$ cat src/rtl/cfg_pkg.sv
// Shared definitions for the configuration-bus arbiter.
//   msg_w()     : width of a config message {addr, flag, payload}
//   addr_lsb()  : bit position of the address field's LSB
//   flag_bit()  : bit position of the write/success flag
//   state_t     : arbiter FSM states
package cfg_pkg;

    localparam int unsigned ADDR_SIZE_DEF    = 4;
    localparam int unsigned PAYLOAD_SIZE_DEF = 8;

    function automatic int unsigned msg_w(int unsigned addr_size, int unsigned payload_size);
        return addr_size + payload_size + 1;
    endfunction

    function automatic int unsigned addr_lsb(int unsigned payload_size);
        return payload_size + 1;
    endfunction

    function automatic int unsigned flag_bit(int unsigned payload_size);
        return payload_size;
    endfunction

    typedef enum logic [1:0] {
        IDLE      = 2'd0,
        ISSUE     = 2'd1,
        WAIT_RESP = 2'd2,
        RETURN    = 2'd3
    } state_t;

endpackage

$ cat src/rtl/config_rr_arbiter.sv
// Combinational round-robin picker.
//   req       : request vector
//   ptr       : highest-priority index for this decision
//   grant_oh  : one-hot winner (zero when nothing requests)
//   grant_idx : winner index (zero when nothing requests)
//   any       : at least one request present
module config_rr_arbiter #(
    parameter  int unsigned NUM_REQ = 4,
    localparam int unsigned PW      = $clog2(NUM_REQ)
) (
    input  logic [NUM_REQ-1:0] req,
    input  logic [PW-1:0]      ptr,
    output logic [NUM_REQ-1:0] grant_oh,
    output logic [PW-1:0]      grant_idx,
    output logic               any
);

    logic          any_hi;
    logic [PW-1:0] idx_hi;
    logic [PW-1:0] idx_lo;

    // Lowest requester at or above ptr wins; otherwise wrap to the lowest requester overall.
    always_comb begin
        any_hi = 1'b0;
        idx_hi = '0;
        idx_lo = '0;
        for (int i = NUM_REQ - 1; i >= 0; i--) begin
            if (req[i] && (PW'(i) >= ptr)) begin
                any_hi = 1'b1;
                idx_hi = PW'(i);
            end
            if (req[i]) begin
                idx_lo = PW'(i);
            end
        end
        any       = |req;
        grant_idx = any_hi ? idx_hi : idx_lo;
        grant_oh  = any ? (NUM_REQ'(1) << grant_idx) : '0;
    end

endmodule

$ cat src/rtl/config_bus_arbiter.sv
// Shares one config-register message channel between NUM_REQ requesters.
// Round-robin grant, one transaction in flight, response routed back to its
// originator; a watchdog converts a missing response into an error response.
//   clk, reset                  : clock, synchronous active-low reset
//   req_val/req_rdy/req_msg     : requester-side request channels
//   resp_val/resp_rdy/resp_msg  : requester-side response channels (shared msg)
//   cfg_req_*                   : request toward the config chain
//   cfg_resp_*                  : response from the config chain
//   busy                        : a transaction is in progress
//   timeout_err                 : one-cycle pulse, watchdog fired
//   stale_drop                  : one-cycle pulse, unsolicited response discarded
module config_bus_arbiter
    import cfg_pkg::*;
#(
    parameter  int unsigned ADDR_SIZE    = ADDR_SIZE_DEF,
    parameter  int unsigned PAYLOAD_SIZE = PAYLOAD_SIZE_DEF,
    parameter  int unsigned NUM_REQ      = 4,
    parameter  int unsigned TIMEOUT      = 16,
    localparam int unsigned MSG_W        = msg_w(ADDR_SIZE, PAYLOAD_SIZE)
) (
    input  logic                     clk,
    input  logic                     reset,
    input  logic [NUM_REQ-1:0]       req_val,
    output logic [NUM_REQ-1:0]       req_rdy,
    input  logic [NUM_REQ*MSG_W-1:0] req_msg,
    output logic [NUM_REQ-1:0]       resp_val,
    input  logic [NUM_REQ-1:0]       resp_rdy,
    output logic [MSG_W-1:0]         resp_msg,
    output logic                     cfg_req_val,
    input  logic                     cfg_req_rdy,
    output logic [MSG_W-1:0]         cfg_req_msg,
    input  logic                     cfg_resp_val,
    output logic                     cfg_resp_rdy,
    input  logic [MSG_W-1:0]         cfg_resp_msg,
    output logic                     busy,
    output logic                     timeout_err,
    output logic                     stale_drop
);

    localparam int unsigned PW       = $clog2(NUM_REQ);
    localparam int unsigned TW       = (TIMEOUT == 0) ? 1 : $clog2(TIMEOUT + 1);
    localparam int unsigned TO_LAST  = (TIMEOUT == 0) ? 0 : TIMEOUT - 1;
    localparam int unsigned ADDR_LSB = addr_lsb(PAYLOAD_SIZE);

    state_t            state_q;
    state_t            state_nxt;
    logic [PW-1:0]     ptr_q;
    logic [PW-1:0]     grant_q;
    logic [TW-1:0]     timer_q;
    logic [MSG_W-1:0]  req_q;
    logic [MSG_W-1:0]  resp_q;
    logic              timeout_q;
    logic              stale_q;

    logic [NUM_REQ-1:0] win_oh;
    logic [PW-1:0]      win_idx;
    logic               win_any;
    logic [MSG_W-1:0]   req_sel;
    logic [MSG_W-1:0]   to_msg;
    logic [PW-1:0]      ptr_nxt;
    logic               timeout_hit;

    logic ld_req;
    logic ld_resp;
    logic ld_to;
    logic start_wait;
    logic done;
    logic stale_nxt;
    logic to_nxt;

    config_rr_arbiter #(
        .NUM_REQ (NUM_REQ)
    ) u_rr (
        .req       (req_val),
        .ptr       (ptr_q),
        .grant_oh  (win_oh),
        .grant_idx (win_idx),
        .any       (win_any)
    );

    // Request payload of the current winner.
    always_comb begin
        req_sel = '0;
        for (int i = 0; i < NUM_REQ; i++) begin
            if (win_idx == PW'(i)) begin
                req_sel = req_msg[i*MSG_W +: MSG_W];
            end
        end
    end

    // Error response: original address, success flag clear, zero payload.
    always_comb begin
        to_msg = '0;
        to_msg[ADDR_LSB +: ADDR_SIZE] = req_q[ADDR_LSB +: ADDR_SIZE];
    end

    assign ptr_nxt     = (grant_q == PW'(NUM_REQ - 1)) ? '0 : grant_q + PW'(1);
    assign timeout_hit = (TIMEOUT != 0) && (timer_q == TW'(TO_LAST));

    // Next state, register-load strobes and handshake outputs.
    // Control outputs are held low while reset is asserted.
    always_comb begin
        state_nxt    = state_q;
        ld_req       = 1'b0;
        ld_resp      = 1'b0;
        ld_to        = 1'b0;
        start_wait   = 1'b0;
        done         = 1'b0;
        stale_nxt    = 1'b0;
        to_nxt       = 1'b0;
        req_rdy      = '0;
        resp_val     = '0;
        cfg_req_val  = 1'b0;
        cfg_resp_rdy = 1'b0;

        case (state_q)
            IDLE: begin
                cfg_resp_rdy = 1'b1;
                stale_nxt    = cfg_resp_val;
                req_rdy      = win_oh;
                if (win_any) begin
                    ld_req    = 1'b1;
                    state_nxt = ISSUE;
                end
            end
            ISSUE: begin
                cfg_req_val = 1'b1;
                if (cfg_req_rdy) begin
                    start_wait = 1'b1;
                    state_nxt  = WAIT_RESP;
                end
            end
            WAIT_RESP: begin
                cfg_resp_rdy = 1'b1;
                // A real response beats a watchdog expiry in the same cycle.
                if (cfg_resp_val) begin
                    ld_resp   = 1'b1;
                    state_nxt = RETURN;
                end else if (timeout_hit) begin
                    ld_to     = 1'b1;
                    to_nxt    = 1'b1;
                    state_nxt = RETURN;
                end
            end
            RETURN: begin
                resp_val = NUM_REQ'(1) << grant_q;
                if (resp_rdy[grant_q]) begin
                    done      = 1'b1;
                    state_nxt = IDLE;
                end
            end
            default: begin
                state_nxt = IDLE;
            end
        endcase

        if (!reset) begin
            req_rdy      = '0;
            resp_val     = '0;
            cfg_req_val  = 1'b0;
            cfg_resp_rdy = 1'b0;
        end
    end

    // State, pointer, watchdog timer and holding registers.
    always_ff @(posedge clk) begin
        if (!reset) begin
            state_q   <= IDLE;
            ptr_q     <= '0;
            grant_q   <= '0;
            timer_q   <= '0;
            req_q     <= '0;
            resp_q    <= '0;
            timeout_q <= 1'b0;
            stale_q   <= 1'b0;
        end else begin
            state_q   <= state_nxt;
            timeout_q <= to_nxt;
            stale_q   <= stale_nxt;
            if (ld_req) begin
                grant_q <= win_idx;
                req_q   <= req_sel;
            end
            // Saturating count of cycles spent waiting for a response.
            if (start_wait) begin
                timer_q <= '0;
            end else if ((state_q == WAIT_RESP) && (timer_q != '1)) begin
                timer_q <= timer_q + TW'(1);
            end
            if (ld_resp) begin
                resp_q <= cfg_resp_msg;
            end else if (ld_to) begin
                resp_q <= to_msg;
            end
            if (done) begin
                ptr_q <= ptr_nxt;
            end
        end
    end

    assign cfg_req_msg = req_q;
    assign resp_msg    = resp_q;
    assign busy        = reset && (state_q != IDLE);
    assign timeout_err = reset && timeout_q;
    assign stale_drop  = reset && stale_q;

endmodule

$ cat config.mk
export PLATFORM = sky130hd
export DESIGN_NAME = config_bus_arbiter
export DESIGN_NICKNAME = d
export VERILOG_FILES = /design/src/rtl/cfg_pkg.sv /design/src/rtl/config_rr_arbiter.sv /design/src/rtl/config_bus_arbiter.sv
export SDC_FILE = /design/constraint.sdc
export NUM_CORES = 1
export LEC_CHECK = 0
export CAP_MARGIN = 20
export CORE_MARGIN = 2
export CORE_UTILIZATION = 35
export CTS_BUF_LIST = sky130_fd_sc_hd__clkbuf_4
export CTS_CLUSTER_DIAMETER = 30
export DETAILED_ROUTE_END_ITERATION = 7
export HOLD_SLACK_MARGIN = 0.08
export PLACE_DENSITY = 0.71
export SLEW_MARGIN = 10
export SYNTH_ARGS = -nofsm -noshare
export SYNTH_HDL_FRONTEND = slang
export SYNTH_SLANG_ARGS = --single-unit
export TNS_END_PERCENT = 1
$ cat constraint.sdc
create_clock -name clk -period 2.1 [get_ports clk]
set_input_delay 0.42 -clock clk [delete_from_list [all_inputs] [get_ports clk]]
set_output_delay 0.42 -clock clk [all_outputs]
set_load 0.05 [all_outputs]
==> results.toml, run 1 <==
[floorplanning]
ioPinCount = 116
core_mm2 = 0.005886
start_util = 0.3605
num_rows = 28
die_x_um = 81.87
die_h_um = 81.87
fp.dieArea_mm2 = 0.006702

[cts]
clock-sinks = 39
cts-root-buf = "clkbuf_4"
hold_buffers = 0
clockBufferDepth = 2
clk_latency_ns = 0.35
numCtsBuffers = 5
clk_pin_slew_ns = 0.11
htree_levels = 2
cts_tree = "done"

[pwr]
power.total_uw = 3380
powerDensity_mw_per_mm2 = 908.4
power.leakage_uw = 0.001455
ir_drop_mv = 0.4828

[timing]
grt_setup_unrepaired = "yes"
setup_viol = 0
min_period_ns = 2.027
max_slew_margin = 0.5462
final_max_slew_viol_count = 0
skew_ns = 0.009066
fin_crit_sh = 0.9653
max_slew.worst_pin.slew_ns = 0.6761
clock.fmax_ghz = 0.4933
hold_viol = 0

[synthesis]
async_reset_ff_frac = 0
ys_types = 38
synth_edf_count = 0
ys.warnings.count = 0
synthCells = 223
syn_nets = 311
netlist_area_mm2 = 0.002122
synth_ff_type = "dfxtp_1"
ys_seq_area_frac = 0.3679
ys_seq_elements = 39
syn_area_per_cell_um2 = 9.516

[placement]
place_inst = 418
dpl.hpwl_um = 4840
io_buffers = 115
place_congestion = 0.7836

[routing]
drcViolationCount = 0
vias = 2117
drt_first_pass_iters = 4
vias_per_cell = 4.958
ant_nets = 0
wirelength_um = 6281
routedWlPerCell_um = 14.71
drt_iter0_drc = 44

[critical_path]
rr_endpoint = "resp_msg[4]$_SDFFE_PN0P_"
crit_path_max_incr_delay_ns = 0.40
worstRegToRegCells = 6
cp_data_required_time_ns = 1.68
rrSetupSlack_ns = 0.19
endpoint_kind = "primary output"
cp.arrival_ns = 1.61
startpoint_type = "register"
r2r-start = "timer_q[0]$_SDFFE_PP0P_"
path_class = "reg2out"
cp_slowest_cell = "dfxtp_4"
crit_path_cell_trace = "mux2i_1 -> nor2_1 -> nor3_4 -> inv_2 -> nor2_4 -> buf_12"
cp_max_fo = 5

[layout]
layoutNonFillerInstCount = 427
final_cell_mix = "98 x clkdlybuf4s50_1, 36 x mux2i_1, 36 x dfxtp_1"
area_growth_syn_to_layout_pct = 75.35
final_common_cell = "clkdlybuf4s50_1"
final_util = 0.6322
diodes = 0
final_nets = 439
fillers = 510
drive_gt1_frac = 0.1903

[grt]
grt_pass1_vias = 2149
grt_max_degree = 18
grt.total_usage = 0.1919
antenna_found_initial = 0
grt_pass1_wl_um = 9832
globalRouteOverflowTotal = 0

[worst_hold_path]
worstHoldEndpoint = "ptr_q[0]$_SDFFE_PN0P_"
hp-start = "ptr_q[0]$_SDFFE_PN0P_"
hold_path_depth = 2
hp-class = "reg2reg"

[run_status]
status = "completed"

[run]
cap_violations = 0
## area by class of cell
| cell class | instances | area [µm²] | share of cell area |
|---|---|---|---|
| Tap cell | 75 | 93.84 | 0.02522 |
| Clock buffer | 6 | 45.04 | 0.01210 |
| Multi-Input combinational cell | 162 | 1287 | 0.3460 |
| Clock inverter | 2 | 60.06 | 0.01614 |
| Inverter | 10 | 37.54 | 0.01009 |
| Timing Repair Buffer | 133 | 1410 | 0.3790 |
| Sequential cell | 39 | 787.0 | 0.2115 |
## per-layer routing
| metal | track usage | vias to the layer above | share of wire |
|---|---|---|---|
| met4 | 0.06333 | 0 | 0.022 |
| met1 | 0.2179 | 986 | 0.41 |
| met5 | 0 | - | 0 |
| li1 | - | 1051 | - |
| met3 | 0.06044 | 12 | 0.067 |
| met2 | 0.3390 | 68 | 0.50 |
## Yosys cell counts (all sizes together) (4+ instances only)
| cell | count | area share |
|---|---|---|
| a211oi | 6 | 0.021 |
| a22oi | 9 | 0.032 |
| and2 | 5 | 0.015 |
| and3 | 6 | 0.018 |
| buf | 8 | 0.029 |
| clkbuf | 4 | 0.0071 |
| dfxtp | 39 | 0.37 |
| ha | 11 | 0.065 |
| inv | 9 | 0.016 |
| mux2i | 36 | 0.17 |
| nand2 | 21 | 0.037 |
| nor2 | 30 | 0.053 |
| o221ai | 13 | 0.071 |
## registers in the layout (all words and copies together), names as in the netlist
register     cells
stale_q          1
cfg_req_msg     13
resp_msg        13
ptr_q            2
grant_q          2
timer_q          5
timeout_q        1
state_q          2
## cells by family after synthesis
family,after synthesis,synth area share
xor+xnor,3,0.01238
compound gates,36,0.1504
mux,37,0.1804
flops,39,0.3679
fa+ha+maj,11,0.06486
buf+inv,22,0.05424
simple gates,75,0.1698
## critical path: cells and delay by family, from the launching register on
| kind | cells | cell delay (ns) |
|---|---|---|
| buffers and inverters | 2 | 0.25 |
| DFF | 1 | 0.40 |
| muxes | 1 | 0.18 |
| and+or+nand+nor | 3 | 0.43 |
## repair_timing
item / 4_1_cts / 5_1_grt
resized for setup: 19 / 9
setup endpoints to repair: 4 / 4
setup buffers: 1 / 0
pin swaps: 3 / 2
## metrics by stage
step           area, µm²  setup TNS (ns)  worst slack [ns]  hold WS, ns
3_3_place_gp        3535          -1.988           -0.2029       0.4460
6_report            3721               0           0.07277       0.4674
4_1_cts             3690               0          0.003232       0.4807
2_1_floorplan       2122         -0.4579           -0.1171       0.4441
5_1_grt             3721       -0.008811         -0.005919       0.5077
3_5_place_dp        3535          -2.392           -0.2570       0.4505
## report_power, final
group,internal (µW),switching (µW)
clock,384,252
combinational,747,1000
sequential,890,102
total,2020,1360
## worst max-delay path by stage
stage	from	endpoint	cells after the start	slack, ns
floorplan	ptr_q[1]$_SDFFE_PN0P_	req_rdy[1]	6	-0.12
global placement	req_val[2]	req_rdy[1]	7	-0.20
detailed placement	req_val[2]	req_rdy[0]	6	-0.26
CTS	state_q[0]$_SDFFE_PN0P_	req_rdy[1]	7	0.003
global route	ptr_q[1]$_SDFFE_PN0P_	req_rdy[1]	6	-0.006
finish	ptr_q[1]$_SDFFE_PN0P_	req_rdy[1]	6	0.07
(Power assumes the default switching activity.)
==> inputs of run 2 (changes only) <==
Settings changed: CTS_CLUSTER_SIZE from default to 10.
==> results of run 2 <==
Same layout as run 1: the final DEF is identical, and so are final timing and power.
